[config.mk]
export PLATFORM = sky130hd
export DESIGN_NAME = gate_pattern_gen
export DESIGN_NICKNAME = d
export VERILOG_FILES = /design/src/rtl/gate_pattern_pkg.sv /design/src/rtl/gp_prescaler.sv /design/src/rtl/gate_pattern_gen.sv
export SDC_FILE = /design/constraint.sdc
export NUM_CORES = 1
export LEC_CHECK = 0
export ABC_AREA = 1
export BUFFER_PORTS_ARGS = -buffer_cell sky130_fd_sc_hd__buf_2
export CAP_MARGIN = 0
export CORE_ASPECT_RATIO = 1.1
export CORE_UTILIZATION = 55
export CTS_CLUSTER_SIZE = 16
export DETAILED_ROUTE_END_ITERATION = 8
export PLACE_DENSITY = 0.74
export SLEW_MARGIN = 10
export SYNTH_ARGS = -nofsm -noshare
export SYNTH_HDL_FRONTEND = slang
export SYNTH_SLANG_ARGS = --single-unit
[constraint.sdc]
create_clock -name clk -period 2.85 [get_ports clk]
set_input_delay 0.1425 -clock clk [delete_from_list [all_inputs] [get_ports clk]]
set_output_delay 0.1425 -clock clk [all_outputs]
set_load 0.01 [all_outputs]
[src/rtl/gate_pattern_pkg.sv]
// Shared types and the gate evaluation helper for the gate pattern generator.
package gate_pattern_pkg;

    typedef enum logic [1:0] {
        GATE_AND,
        GATE_OR,
        GATE_XOR,
        GATE_NAND
    } gate_mode_t;

    typedef enum logic [1:0] {
        ST_IDLE,
        ST_RUN,
        ST_STOP
    } gp_state_t;

    // Evaluate the selected 2-input gate
    function automatic logic gate_eval(gate_mode_t mode, logic a, logic b);
        logic r;
        unique case (mode)
            GATE_AND:  r = a & b;
            GATE_OR:   r = a | b;
            GATE_XOR:  r = a ^ b;
            GATE_NAND: r = ~(a & b);
            default:   r = 1'b0;
        endcase
        return r;
    endfunction

endpackage

[src/rtl/gp_prescaler.sv]
// Step prescaler: counts 0..DIV-1 while enabled and flags the last count as a tick.
module gp_prescaler #(
    parameter int unsigned DIV   = 24_000_000,
    parameter int unsigned DIV_W = $clog2(DIV)
) (
    input  logic clk,
    input  logic reset,
    input  logic en,
    input  logic clr,
    output logic tick
);

    localparam logic [DIV_W-1:0] CntLast = DIV_W'(DIV - 1);

    logic [DIV_W-1:0] cnt_q, cnt_d;

    // Tick is high for the whole cycle the counter sits at its last value
    assign tick = en && (cnt_q == CntLast);

    // Next count: clear has priority, wrap at the last value
    always_comb begin
        cnt_d = cnt_q;
        if (clr) begin
            cnt_d = '0;
        end else if (en) begin
            cnt_d = tick ? '0 : cnt_q + DIV_W'(1);
        end
    end

    // Counter register with synchronous active-low reset
    always_ff @(posedge clk) begin
        if (!reset) begin
            cnt_q <= '0;
        end else begin
            cnt_q <= cnt_d;
        end
    end

endmodule

[src/rtl/gate_pattern_gen.sv]
// Multi-channel logic-gate LED test generator. Each channel walks the 2-input
// truth table, offset by its channel index, and shows the selected gate on y.
// Optional build macro TRISTATE_Y_EN adds y_oe to release the y pins.
module gate_pattern_gen
    import gate_pattern_pkg::*;
#(
    parameter int unsigned N_CH  = 1,
    parameter int unsigned DIV   = 24_000_000,
    parameter int unsigned DIV_W = $clog2(DIV)
) (
    input  logic            clk,
    input  logic            reset,
    input  logic            run,
    input  logic [1:0]      mode,
`ifdef TRISTATE_Y_EN
    input  logic            y_oe,
`endif
    output logic [N_CH-1:0] a,
    output logic [N_CH-1:0] b,
    output logic [N_CH-1:0] y,
    output logic            tick,
    output logic            busy
);

    gp_state_t       state_q, state_d;
    logic [1:0]      phase_q, phase_d;
    gate_mode_t      mode_q, mode_d;
    logic [N_CH-1:0] a_q, a_d;
    logic [N_CH-1:0] b_q, b_d;
    logic [N_CH-1:0] y_q, y_d;
    logic            tick_w;
    logic            pre_en;
    logic            pre_clr;
    logic            out_en;

    // Counter is held at zero in IDLE so RUN entry always starts a fresh step
    assign pre_en  = (state_q != ST_IDLE);
    assign pre_clr = (state_q == ST_IDLE);

    gp_prescaler #(
        .DIV   (DIV),
        .DIV_W (DIV_W)
    ) u_prescaler (
        .clk   (clk),
        .reset (reset),
        .en    (pre_en),
        .clr   (pre_clr),
        .tick  (tick_w)
    );

    // FSM next state plus phase/mode updates on entry and step boundaries
    always_comb begin
        state_d = state_q;
        phase_d = phase_q;
        mode_d  = mode_q;
        unique case (state_q)
            ST_IDLE: begin
                if (run) begin
                    state_d = ST_RUN;
                    phase_d = 2'd0;
                    mode_d  = gate_mode_t'(mode);
                end
            end
            ST_RUN: begin
                // Only run at the tick decides whether the step is the last one
                if (!run) begin
                    state_d = tick_w ? ST_IDLE : ST_STOP;
                end
            end
            ST_STOP: begin
                if (run) begin
                    state_d = ST_RUN;
                end else if (tick_w) begin
                    state_d = ST_IDLE;
                end
            end
            default: state_d = ST_IDLE;
        endcase
        if (tick_w && (state_d != ST_IDLE)) begin
            phase_d = phase_q + 2'd1;
            mode_d  = gate_mode_t'(mode);
        end
    end

    // Outputs are computed from next-state values so they land with the step
    assign out_en = (state_d != ST_IDLE);

    // Per-channel row: channel k runs k rows ahead of channel 0
    for (genvar k = 0; k < N_CH; k++) begin : g_ch
        logic [1:0] ph;
        assign ph     = phase_d + 2'(k);
        assign a_d[k] = out_en & ph[0];
        assign b_d[k] = out_en & ph[1];
        assign y_d[k] = out_en & gate_eval(mode_d, ph[0], ph[1]);
    end

    // State and registered outputs; reset wins over everything
    always_ff @(posedge clk) begin
        if (!reset) begin
            state_q <= ST_IDLE;
            phase_q <= 2'd0;
            mode_q  <= GATE_AND;
            a_q     <= '0;
            b_q     <= '0;
            y_q     <= '0;
        end else begin
            state_q <= state_d;
            phase_q <= phase_d;
            mode_q  <= mode_d;
            a_q     <= a_d;
            b_q     <= b_d;
            y_q     <= y_d;
        end
    end

    assign a    = a_q;
    assign b    = b_q;
    assign tick = tick_w;
    assign busy = (state_q != ST_IDLE);

`ifdef TRISTATE_Y_EN
    // y pins are released while y_oe is low; y_q keeps tracking underneath
    assign y = y_oe ? y_q : {N_CH{1'bz}};
`else
    assign y = y_q;
`endif

endmodule
==> impl_metrics.json <==
{
  "cts_sinks": 34,
  "clkLatencyLatePin_ns": 0.33,
  "worstSetupPathType": "flip-flop to flip-flop",
  "outcome": "finished, final reports clean",
  "arrival_ns": 2.23,
  "clock.fmax_mhz": 501,
  "path_delay_family": "buffers and inverters",
  "fin_nets": 274,
  "tightest_slew_ns": 0.425,
  "yosysTopAreaCellShare_pct": 38.6,
  "synth_adder_area_share_pct": 0.709,
  "core_area_mm2": 0.00305,
  "finalSetupTns_ns": 0,
  "synth.cell_area_mm2": 0.00176,
  "cts_max_level": 2,
  "slew_headroom_pct": 71.7,
  "cp_num_buf_inv": 3,
  "synth_top_family_by_area": "simple AND/OR/NAND/NOR gates",
  "synth_seq_cells": 34,
  "synthTopCellsByArea": "dfxtp_1 39%, nand2_1 10%, nor2_1 8.9%",
  "synth_compound_area_share_pct": 9.93,
  "grt_pass1_wl_mm": 5.87,
  "clk_pin_slew_ns": 0.09,
  "grt_max_degree": 14,
  "syn_area_per_cell_um2": 6.97,
  "drt_iter0_drc": 64,
  "yosysWarnings": 0,
  "postCtsSetupRepairBufs": 0,
  "synthDistinctLibCells": 30,
  "start_kind": "flip-flop",
  "initial_core_util_pct": 57.9,
  "port_buffers": 9,
  "maxCapViolCount": 0,
  "io_pins": 10,
  "synth_seq_area_share_pct": 38.6,
  "synth_nets": 259,
  "firstDrtPassIters": 4,
  "critPathLaunch": "u_prescaler.cnt_q[0]$_SDFFE_PP0P_",
  "holdBufCountCts": 0,
  "num_vias": 1562,
  "synth_mux_area_share_pct": 0,
  "worstSetupEndpointType": "flip-flop",
  "yosysTopAreaCell": "dfxtp_1",
  "period_needed_ns": 2.00,
  "routed_wl_mm": 3.35,
  "setup_viol": 0,
  "skew_ns": 0.00992,
  "critPathMaxFanout": 13,
  "synth-xor-area-share_pct": 1.49,
  "rsz0062_at_grt": "false",
  "dp_hpwl_mm": 2.61,
  "drc": 0,
  "critical_path.slowest_cell": "dfxtp_1",
  "fillers": 285,
  "cts_tree": "done",
  "hold_violations": 0,
  "drt-vias-per-instance": 5.19,
  "cts_resized": 0,
  "seq_area_um2": 681,
  "multi_input_area_um2": 927,
  "grt_antenna_before_repair": 0,
  "gr-usage-all-layers_pct": 22.4,
  "slowest_delay_ns": 0.36,
  "finalCritPeriodShare_pct": 70.0,
  "leakagePower_uw": 0.000713,
  "ant_nets": 0,
  "die_h_um": 61.4,
  "gr-total-overflow": 0,
  "required_ns": 3.08,
  "cpMostUsedCell": "nor2_1",
  "gpl.final_weighted_congestion": 0.924,
  "power.density_mw_per_mm2": 415,
  "die_w_um": 56,
  "drive_gt1_share_pct": 16.1,
  "worstHoldStart": "mode[1]",
  "cts-buffers-inserted": 5,
  "clock_path_buffers": 2,
  "peakVddDrop_v": 0.000427,
  "finish.utilization_pct": 62.4,
  "path_cells": "ha_1 > nand2_1 > nor2_2 > nand4_1 > nor2_1 > nor2_1 > buf_4 > inv_1 > o22ai_1 > inv_1 > nor2_1",
  "rr_startpoint": "u_prescaler.cnt_q[0]$_SDFFE_PP0P_",
  "floorplan.rows": 21,
  "maxSlewViolCount": 0,
  "synth_simple_gate_area_share_pct": 40.4,
  "grt_pass1_vias": 1441,
  "wl_per_cell_um": 11.1,
  "synth_cells": 253,
  "die-area_mm2": 0.00344,
  "min-delay-path-class": "input pin to flip-flop",
  "diodes": 0,
  "area_growth_pct": 7.73,
  "clockRootBuffer": "clkbuf_4"
}
cell usage after synthesis, drive strengths merged:
cell type / instances
nor3: 9
o21ai: 11
nand4: 6
nor2: 50
a221oi: 1
a21oi: 13
a211oi: 2
o22ai: 1
nor3b: 2
buf: 2
a31oi: 1
xor2: 2
o21a: 2
xnor2: 1
ha: 1
nand2: 61
nand3: 13
dfxtp: 34
nor4: 2
inv: 38
clkinv: 1
tightest hold or removal path, cell delays in order:
cell	delay, ns
buf_2	0.10
nand2_2	0.07
a21oi_1	0.05
registers in the layout, indices dropped and copies added, names as in the netlist:
name and flops:
y 1, state_q 2, a 1, mode_q 2, b 1, u_prescaler.cnt_q 25, phase_q 2
area by class of cell:
cell class	instances	area share [%]
flip-flops and latches	34	35.8
well taps	34	2.24
repair buffers	10	2.76
inverters	39	7.70
multi-input cells	178	48.8
clock buffers	6	2.70
per-layer routing:
layer / vias to the layer above / share of wire, % / global-route usage [%]
met5: - / 0 / 0
met4: 0 / 1.9 / 9.76
met3: 7 / 3.9 / 5.25
met2: 19 / 48 / 40.6
met1: 700 / 46 / 25.9
li1: 836 / - / -
power by group:
part | leakage (uW) | internal [uW] | total, uW | switching, uW
combinational | 0.000408 | 16.1 | 50.7 | 34.6
sequential | 0.000275 | 479 | 482 | 2.79
clock | 0.0000302 | 111 | 256 | 145
path summary, 6_finish.rpt:
| check | to | slack, ns | cells past startpoint |
|---|---|---|---|
| max | b$_SDFF_PN0_ | 0.85 | 11 |
| min | mode_q[1]$_SDFF_PN0_ | 0.08 | 3 |
| max reg2reg | b$_SDFF_PN0_ | 0.85 | 11 |
| min reg2reg | u_prescaler.cnt_q[0]$_SDFFE_PP0P_ | 0.45 | 1 |
cells by family after synthesis:
group	count (synthesis)
AND/OR/NAND/NOR	143
AO/OA/AOI/OAI	31
XOR/XNOR	3
flip-flops	34
adder cells (fa/ha/maj)	1
buffers and inverters	41
placed cells by master (no fill, tap or decap):
cell / Yosys / final
o21a_1: 2 / 2
nand2_1: 49 / 49
nor2_1: 42 / 42
nor4_1: 1 / 1
clkbuf_8: 0 / 1
xnor2_1: 1 / 1
nor3_2: 3 / 3
o21ai_0: 11 / 11
inv_2: 1 / 1
ha_1: 1 / 1
inv_1: 37 / 37
nand2_2: 11 / 11
dfxtp_1: 34 / 34
nand4_4: 1 / 1
nor2_2: 2 / 2
nand3_1: 13 / 13
a221oi_1: 1 / 1
a211oi_1: 2 / 2
xor2_1: 2 / 2
nor3_1: 6 / 6
clkinv_1: 1 / 1
nor3b_1: 2 / 2
nand2_4: 1 / 1
nor4_2: 1 / 1
clkbuf_4: 0 / 5
buf_2: 2 / 9
a21oi_1: 12 / 12
a31oi_1: 1 / 1
nand4_1: 5 / 5
buf_4: 0 / 1
nor2_4: 6 / 6
o22ai_1: 1 / 1
a21oi_2: 1 / 1
stage by stage:
step | setup slack (ns) | power [uW] | instances | area [um^2] | hold slack, ns
6_report | 0.854 | 789 | 301 | 1900 | 0.0804
5_1_grt | 0.618 | 823 | 301 | 1900 | 0.0817
3_3_place_gp | 0.905 | 543 | 295 | 1850 | 0.425
2_1_floorplan | 1.24 | 531 | 253 | 1760 | 0.303
3_5_place_dp | 0.850 | 544 | 295 | 1850 | 0.426
4_1_cts | 0.848 | 799 | 301 | 1900 | 0.0653
Note: power is estimated with default switching activity, not from simulation.
